### src/rtl/mul_unit_if.sv
// Controller-side bundle for the iterative multiplier: operand request, status,
// product and the flag-update signals that feed the status register.
interface mul_unit_if #(
  parameter int WIDTH = 16
);
  logic             start;
  logic             flush;
  logic             signedOp;
  logic [WIDTH-1:0] opA;
  logic [WIDTH-1:0] opB;
  logic             busy;
  logic             done;
  logic [WIDTH-1:0] resLo;
  logic [WIDTH-1:0] resHi;
  logic [3:0]       condFlag;
  logic             flagWe;
  logic             flagSel;

  modport master (
    output start, flush, signedOp, opA, opB,
    input  busy, done, resLo, resHi, condFlag, flagWe, flagSel
  );

  modport slave (
    input  start, flush, signedOp, opA, opB,
    output busy, done, resLo, resHi, condFlag, flagWe, flagSel
  );
endinterface

### src/rtl/mul_unit.sv
// Iterative shift-add multiplier: WIDTH add/shift cycles on operand magnitudes,
// one sign-fix cycle, then a one-cycle done/flag write into the status register.
module mul_unit #(
  parameter int WIDTH = 16
) (
  input  logic      clk,
  input  logic      nreset,
  mul_unit_if.slave bus
);
  localparam int CW = $clog2(WIDTH);
  localparam logic [CW-1:0] LAST_ITER = CW'(WIDTH - 1);

  typedef enum logic [1:0] {
    S_IDLE,
    S_CALC,
    S_FIX,
    S_DONE
  } state_t;

  state_t             r_state;
  logic [CW-1:0]      r_cnt;
  logic [2*WIDTH-1:0] r_mcand;
  logic [2*WIDTH-1:0] r_acc;
  logic [WIDTH-1:0]   r_mplier;
  logic               r_signed;
  logic               r_neg;
  logic               r_busy;
  logic               r_done;
  logic               r_flag_we;
  logic               r_flag_sel;
  logic [WIDTH-1:0]   r_res_lo;
  logic [WIDTH-1:0]   r_res_hi;
  logic [3:0]         r_cond;

  logic [WIDTH-1:0]   w_mag_a;
  logic [WIDTH-1:0]   w_mag_b;
  logic [2*WIDTH-1:0] w_sum;
  logic [2*WIDTH-1:0] w_prod;
  logic [WIDTH-1:0]   w_lo;
  logic [WIDTH-1:0]   w_hi;
  logic [3:0]         w_flags;

  // The most-negative value negates to itself, which read unsigned is exactly its magnitude.
  assign w_mag_a = (bus.signedOp && bus.opA[WIDTH-1]) ? -bus.opA : bus.opA;
  assign w_mag_b = (bus.signedOp && bus.opB[WIDTH-1]) ? -bus.opB : bus.opB;

  assign w_sum  = r_acc + (r_mplier[0] ? r_mcand : '0);
  assign w_prod = r_neg ? -r_acc : r_acc;
  assign w_lo   = w_prod[WIDTH-1:0];
  assign w_hi   = w_prod[2*WIDTH-1:WIDTH];

  // {N,Z,C,V}: C and V report whether the product overflowed the low half.
  assign w_flags = {
    w_lo[WIDTH-1],
    ~|w_lo,
    ~r_signed & (|w_hi),
    r_signed & (w_hi != {WIDTH{w_lo[WIDTH-1]}})
  };

  always_ff @(posedge clk or negedge nreset) begin
    if (!nreset) begin
      r_state    <= S_IDLE;
      r_cnt      <= '0;
      r_mcand    <= '0;
      r_acc      <= '0;
      r_mplier   <= '0;
      r_signed   <= 1'b0;
      r_neg      <= 1'b0;
      r_busy     <= 1'b0;
      r_done     <= 1'b0;
      r_flag_we  <= 1'b0;
      r_flag_sel <= 1'b0;
      r_res_lo   <= '0;
      r_res_hi   <= '0;
      r_cond     <= 4'b0000;
    end else begin
      r_done     <= 1'b0;
      r_flag_we  <= 1'b0;
      r_flag_sel <= 1'b0;
      case (r_state)
        S_IDLE: begin
          if (bus.start && !bus.flush) begin
            r_mcand  <= {{WIDTH{1'b0}}, w_mag_a};
            r_mplier <= w_mag_b;
            r_acc    <= '0;
            r_cnt    <= '0;
            r_signed <= bus.signedOp;
            r_neg    <= bus.signedOp & (bus.opA[WIDTH-1] ^ bus.opB[WIDTH-1]);
            r_busy   <= 1'b1;
            r_state  <= S_CALC;
          end
        end
        S_CALC: begin
          if (bus.flush) begin
            r_busy  <= 1'b0;
            r_cnt   <= '0;
            r_state <= S_IDLE;
          end else begin
            r_acc    <= w_sum;
            r_mcand  <= r_mcand << 1;
            r_mplier <= r_mplier >> 1;
            if (r_cnt == LAST_ITER) begin
              r_cnt   <= '0;
              r_state <= S_FIX;
            end else begin
              r_cnt <= r_cnt + CW'(1);
            end
          end
        end
        S_FIX: begin
          r_busy <= 1'b0;
          if (bus.flush) begin
            r_state <= S_IDLE;
          end else begin
            r_res_lo   <= w_lo;
            r_res_hi   <= w_hi;
            r_cond     <= w_flags;
            r_done     <= 1'b1;
            r_flag_we  <= 1'b1;
            r_flag_sel <= 1'b1;
            r_state    <= S_DONE;
          end
        end
        S_DONE: begin
          r_state <= S_IDLE;
        end
        default: begin
          r_busy  <= 1'b0;
          r_state <= S_IDLE;
        end
      endcase
    end
  end

  assign bus.busy     = r_busy;
  assign bus.done     = r_done;
  assign bus.resLo    = r_res_lo;
  assign bus.resHi    = r_res_hi;
  assign bus.condFlag = r_cond;
  assign bus.flagWe   = r_flag_we;
  assign bus.flagSel  = r_flag_sel;
endmodule

### src/flat_wrapper.sv
// flat-port wrapper written by rule: the top's interface ports become plain ports
module mul_unit_flat 
#(
  parameter int WIDTH = 16
)
  (clk, nreset, bus_start, bus_flush, bus_signedOp, bus_opA, bus_opB, bus_busy, bus_done, bus_resLo, bus_resHi, bus_condFlag, bus_flagWe, bus_flagSel);
  mul_unit_if #(.WIDTH(WIDTH)) bus_i ();
  input  logic clk;
  input  logic nreset;
  input wire logic [$bits(bus_i.start)-1:0] bus_start;
  input wire logic [$bits(bus_i.flush)-1:0] bus_flush;
  input wire logic [$bits(bus_i.signedOp)-1:0] bus_signedOp;
  input wire logic [$bits(bus_i.opA)-1:0] bus_opA;
  input wire logic [$bits(bus_i.opB)-1:0] bus_opB;
  output wire logic [$bits(bus_i.busy)-1:0] bus_busy;
  output wire logic [$bits(bus_i.done)-1:0] bus_done;
  output wire logic [$bits(bus_i.resLo)-1:0] bus_resLo;
  output wire logic [$bits(bus_i.resHi)-1:0] bus_resHi;
  output wire logic [$bits(bus_i.condFlag)-1:0] bus_condFlag;
  output wire logic [$bits(bus_i.flagWe)-1:0] bus_flagWe;
  output wire logic [$bits(bus_i.flagSel)-1:0] bus_flagSel;
  assign bus_i.start = bus_start;
  assign bus_i.flush = bus_flush;
  assign bus_i.signedOp = bus_signedOp;
  assign bus_i.opA = bus_opA;
  assign bus_i.opB = bus_opB;
  assign bus_busy = bus_i.busy;
  assign bus_done = bus_i.done;
  assign bus_resLo = bus_i.resLo;
  assign bus_resHi = bus_i.resHi;
  assign bus_condFlag = bus_i.condFlag;
  assign bus_flagWe = bus_i.flagWe;
  assign bus_flagSel = bus_i.flagSel;
  mul_unit #(.WIDTH(WIDTH)) u_core (.clk(clk), .nreset(nreset), .bus(bus_i));
endmodule
### config.mk
export PLATFORM = sky130hd
export DESIGN_NAME = mul_unit_flat
export DESIGN_NICKNAME = d
export VERILOG_FILES = /design/src/rtl/mul_unit_if.sv /design/src/rtl/mul_unit.sv /design/src/flat_wrapper.sv
export SDC_FILE = /design/constraint.sdc
export NUM_CORES = 1
export LEC_CHECK = 0
export BUFFER_PORTS_ARGS = -buffer_cell sky130_fd_sc_hd__buf_2
export CAP_MARGIN = 20
export CORE_ASPECT_RATIO = 2
export CORE_MARGIN = 10
export CORE_UTILIZATION = 42
export CTS_CLUSTER_DIAMETER = 40
export DETAILED_ROUTE_END_ITERATION = 12
export GPL_ROUTABILITY_DRIVEN = 0
export PLACE_DENSITY = 0.56
export SLEW_MARGIN = 5
export SYNTH_ARGS = -nofsm -noshare
export SYNTH_HDL_FRONTEND = slang
export SYNTH_SLANG_ARGS = --single-unit
### constraint.sdc
create_clock -name clk -period 8.8 [get_ports clk]
set_clock_uncertainty 0.1 [all_clocks]
set_input_delay 0 -clock clk [delete_from_list [all_inputs] [get_ports clk]]
set_output_delay 0 -clock clk [all_outputs]
set_load 0.05 [all_outputs]
### Yosys cells after proc, flatten, opt, wreduce, memory -nomap -nowiden

Index checks and enable logic that the tools add are counted.

* output and inout port bits: 40
* input bits: 37
* register bits after elaboration: 126

* $add $sub $neg: 5
* reductions and logical operators: 16
* muxes and demuxes: 27
* equality and inequality tests: 9
* bitwise gates (word level): 6

Operators with widths (count)
* $mux W32: 6
* $pmux W32 S2: 2
* $mux W16: 4
* $add A32 B32 Y32: 1
* $neg A16 Y16: 2
* $neg A32 Y32: 1
* $pmux W16 S2: 1
* $reduce_or A16 Y1: 2
* $ne A16 B16 Y1: 1
* $mux W4: 3
* $mux W2: 4
* $pmux W2 S4: 1
* $pmux W4 S2: 1
* $reduce_and A2 Y1: 4
* $reduce_and A3 Y1: 2
* $add A4 B1 Y4 const B: 1
* $eq A2 B2 Y1 const B: 2
* $eq A4 B4 Y1 const B: 1
* $mux W1: 4
* $ne A2 B2 Y1 const B: 2
* $and A1 B1 Y1: 3
* $logic_and A1 B1 Y1: 3
* $ne A3 B2 Y1 const B: 1
* $pmux W1 S3: 1
* other kinds (8): 10

### Logic depth before layout (Yosys ltp)

* word-level depth: 4
* gate-level depth with buffers: 14

### Worst setup path after synthesis

No wires, ideal clock.

* kind: flip-flop to flip-flop
* start: register u_core.r_acc[1]
* end: register u_core.r_cond[0], in the netlist u_core.bus.condFlag[0]
* stages on the path, launching flop included: 14
* buffers on the path: 2
* arrival: 3.657 ns
* required time: 8.566 ns
* library setup time: 0.134 ns
* period minus slack after synthesis: 3.891 ns
* setup slack: 4.909 ns
* cells stage by stage: dfrtp_1 inv_1 ha_1 or3b_1 buf_2 or4_1 buf_2 or4_4 mux2_2 a32oi_1 or3_1 or4_1 nand3b_1 o211ai_1

* cells in the longest elaborated chain, start to end: 4

RTL lines
* from (decl): RTL line mul_unit.sv:23 `logic [2*WIDTH-1:0] r_acc;`
* from (signal assigned): RTL line mul_unit.sv:99 `r_acc <= w_sum;`
* $neg A32 Y32: RTL line mul_unit.sv:48 `assign w_prod = r_neg ? -r_acc : r_acc;`
* $mux W32: RTL line mul_unit.sv:48
* $ne A16 B16 Y1: RTL line mul_unit.sv:57 `r_signed & (w_hi != {WIDTH{w_lo[WIDTH-1]}})`
* $and A1 B1 Y1: RTL line mul_unit.sv:57
* to (signal assigned): RTL line mul_unit.sv:117 `r_cond <= w_flags;`
* to (decl): RTL line mul_unit.sv:33 `logic [3:0] r_cond;`

Every way passes these cells.
A chain may end at the register's enable or synchronous reset.

### Worst setup path after layout

* start: register u_core.r_acc[1]
* end: register u_core.r_cond[1], in the netlist u_core.bus.condFlag[1]

* cells in the longest elaborated chain, start to end: 4

RTL lines
* $neg A32 Y32: RTL line mul_unit.sv:48
* $mux W32: RTL line mul_unit.sv:48
* $reduce_or A16 Y1: RTL line mul_unit.sv:56 `~r_signed & (|w_hi),`
* $and A1 B1 Y1: RTL line mul_unit.sv:56

Every way passes these cells.

==> results.py <==
metrics = {
    "run_status": {
        "status": "complete, no violations",
    },
    "hold_path": {
        "hp-class": "in -> async",
    },
    "timing": {
        "rsz0062_at_grt": "no",
        "setup_viol": 0,
        "finalSetupTns_ps": 0,
        "max_slew.worst_pin.slew_ps": 828,
        "hold_viol": 0,
        "post-route-period-util_pct": 47.7,
        "finalWorstSetupSlack_ps": 4600,
        "period_needed_ps": 4200,
        "slew_violations": 0,
        "slew_headroom_pct": 44.8,
        "max_freq_mhz": 238,
    },
    "synthesis": {
        "syn_inst": 935,
        "syn_area_per_cell_um2": 8.74,
        "ys_seq_area_share_pct": 38.3,
        "synth_top_area_share_pct": 38.3,
        "synth_nets": 1014,
        "ys.flop_type": "dfrtp_1",
        "async_reset_ff_share_pct": 100,
        "synth_edf_count": 0,
        "yosysWarnings": 0,
        "syn-cell-area_um2": 8170,
        "synth.top_cells.by_area": "dfrtp_1 38%, o21ai_0 7.5%, ha_1 6.3%, nand2_1 5.7%, xor2_1 5.7%",
        "synthTopCellsByCount": "125 x dfrtp_1, 125 x nand2_1, 122 x o21ai_0, 53 x xor2_1",
        "synth_seq_cells": 125,
        "ys_types": 63,
        "yosysTopAreaCell": "dfrtp_1",
    },
    "clocking": {
        "insertion_delay_ps": 430,
        "cts_hold_buf": 48,
        "clk_pin_slew_worst_paths_ps": 60,
        "h-tree-depth": 4,
        "root_buffer": "clkbuf_16",
        "cts.sinks": 125,
        "cts_buffers": 17,
        "cts_tree": "yes",
        "clk_path_buf_depth": 2,
        "postCtsSetupBuffers": 0,
        "cts_resized": 0,
    },
    "critical_path": {
        "path_cells": "inv_1 -> ha_1 -> or3b_1 -> or4_1 -> or4_4 -> mux2_2 -> a32oi_1 -> or3_1 -> or4_1 -> nor2_1 -> o31ai_1",
        "cp_top_family": "simple AND/OR/NAND/NOR gates",
        "worstSetupStartpointType": "flop",
        "slowest_delay_ps": 720,
        "critPathBufInv": 1,
        "critPathRequiredTime_ps": 8980,
        "critPathArrivalTime_ps": 4380,
        "path_max_fanout": 10,
        "end_kind": "flop",
        "criticalPathCategory": "reg -> reg",
        "path_common_cell": "or4_1",
        "crit_slowest_cell": "or4_1",
    },
    "routing": {
        "drc": 0,
        "dr.pass1.iters": 7,
        "via_per_inst": 5.38,
        "detail_route.iter0.violations": 298,
        "vias": 7009,
        "ant_nets": 0,
        "wl_per_cell_um": 15.7,
        "routed_wl_mm": 20.5,
    },
    "cells_and_area": {
        "area_growth_pct": 20.3,
        "fin_area_um2": 9830,
        "nNetsFinal": 1110,
        "antenna_cells": 0,
        "drive_gt1_share_pct": 12.5,
    },
    "floorplanning": {
        "chipHeight_um": 217,
        "start_util_pct": 42.4,
        "rows": 72,
        "dieArea_um2": 25800,
        "ios": 77,
        "core_um2": 19300,
        "die_x_um": 119,
    },
    "grt": {
        "grt_overflow_total": 0,
        "grt_use_total_pct": 16.3,
        "grt_max_degree": 70,
        "grt_pass1_vias": 7373,
        "grt_pass1_wl_mm": 35.2,
        "antenna_found_initial": 0,
    },
    "run": {
        "maxCapViolations": 0,
    },
    "place": {
        "dpl.hpwl_mm": 15.4,
        "dpl_cell_area_um2": 8710,
        "pre_cts_ws_ps": 4590,
        "io_buffer_count": 76,
    },
    "power": {
        "p_per_area_nw_per_um2": 345,
        "ir_worst_vdd_mv": 0.129,
        "p_leak_nw": 4.55,
    },
}
-- worst reg2reg max path: stages, from the launching register on --
cell and delay [ps]:
dfrtp_1 420, inv_1 140, ha_1 170, or3b_1 480, or4_1 720, or4_4 600
mux2_2 240, a32oi_1 80, or3_1 390, or4_1 540, nor2_1 130, o31ai_1 70
-- layer usage --
metal | GRT usage (%) | routed length [um]
met1 | 17.1 | 8000
met2 | 30.3 | 11100
met3 | 2.85 | 680
met4 | 8.14 | 638
met5 | 0 | 0
-- layout by cell type (no fill, tap or decap), types with 10 or more instances in the layout --
cell type | netlist | routed
a21o_1 | 16 | 16
a21oi_1 | 45 | 45
a22o_1 | 20 | 20
a22oi_1 | 28 | 28
and2_1 | 32 | 32
buf_2 | 3 | 75
clkbuf_16 | 0 | 17
dfrtp_1 | 125 | 125
dlygate4sd3_1 | 0 | 48
ha_1 | 41 | 41
inv_1 | 28 | 28
nand2_1 | 125 | 124
nand3_1 | 16 | 16
nor2_1 | 35 | 35
nor3_1 | 12 | 12
o21ai_0 | 122 | 121
o31ai_1 | 18 | 18
o41ai_1 | 10 | 10
xnor2_1 | 26 | 26
xor2_1 | 53 | 53
-- final timing paths --
path | startpoint | endpoint | slack (ps) | depth (start not counted)
min in group clk | bus_opB[0] | u_core.r_mplier[0] | 310 | 4
hold / removal | nreset | u_core.bus.busy | 100 | 2
setup reg to reg | u_core.r_acc[1] | u_core.bus.condFlag[1] | 4600 | 11
hold reg to reg | u_core.bus.resHi[10] | u_core.bus.resHi[10] | 370 | 2
setup / recovery | u_core.r_acc[1] | u_core.bus.condFlag[1] | 4600 | 11
max in group asynchronous | nreset | u_core.r_mplier[7] | 7200 | 3
-- final cells by class --
class / instances / area (um2)
fillers: 1922 / 9450
repair buffers: 131 / 916
flip-flops and latches: 125 / 3130
clock buffers: 17 / 425
well taps: 259 / 324
inverters: 28 / 105
multi-input cells: 728 / 4720
clock inverters: 15 / 213
-- logic make-up after synthesis --
family / count (synthesis) / synth area share (%)
buffers and inverters: 82 / 4.04
AOI/OAI and AO/OA: 310 / 24.3
adders and majority gates: 42 / 6.53
muxes: 6 / 0.781
and+or+nand+nor: 291 / 17.6
DFF: 125 / 38.3
xor gates and xnor gates: 79 / 8.47
-- sequential cells by signal (all words and copies together) (netlist names) --
signal and count:
u_core.bus.resLo 16, u_core.r_cnt 4, u_core.r_acc 32, u_core.bus.resHi 16, u_core.bus.busy 1, u_core.r_mplier 16, u_core.bus.condFlag 3, u_core.r_neg 1
u_core.bus.done 1, u_core.r_signed 1, u_core.r_state 2, u_core.r_mcand 32
-- stage by stage --
| stage | power [mW] | utilization (%) | cells | hold slack (ps) |
|---|---|---|---|---|
| 2_1_floorplan | 2.23 | - | 935 | -396 |
| 3_3_place_gp | 2.62 | 45.2 | 1223 | 52.0 |
| 3_5_place_dp | 2.64 | 45.2 | 1223 | 51.0 |
| 4_1_cts | 3.43 | 51.0 | 1303 | 132 |
| 5_1_grt | 3.67 | 51.0 | 1303 | 184 |
| 6_report | 3.39 | 51.0 | 1303 | 96.2 |
-- where the power goes --
| group | switching [mW] | total (mW) | internal [mW] |
|---|---|---|---|
| Combinational | 1.10 | 1.70 | 0.597 |
| Sequential | 0.184 | 0.936 | 0.752 |
| Clock | 0.278 | 0.757 | 0.479 |
No activity file was read; power rests on OpenSTA's default activity.
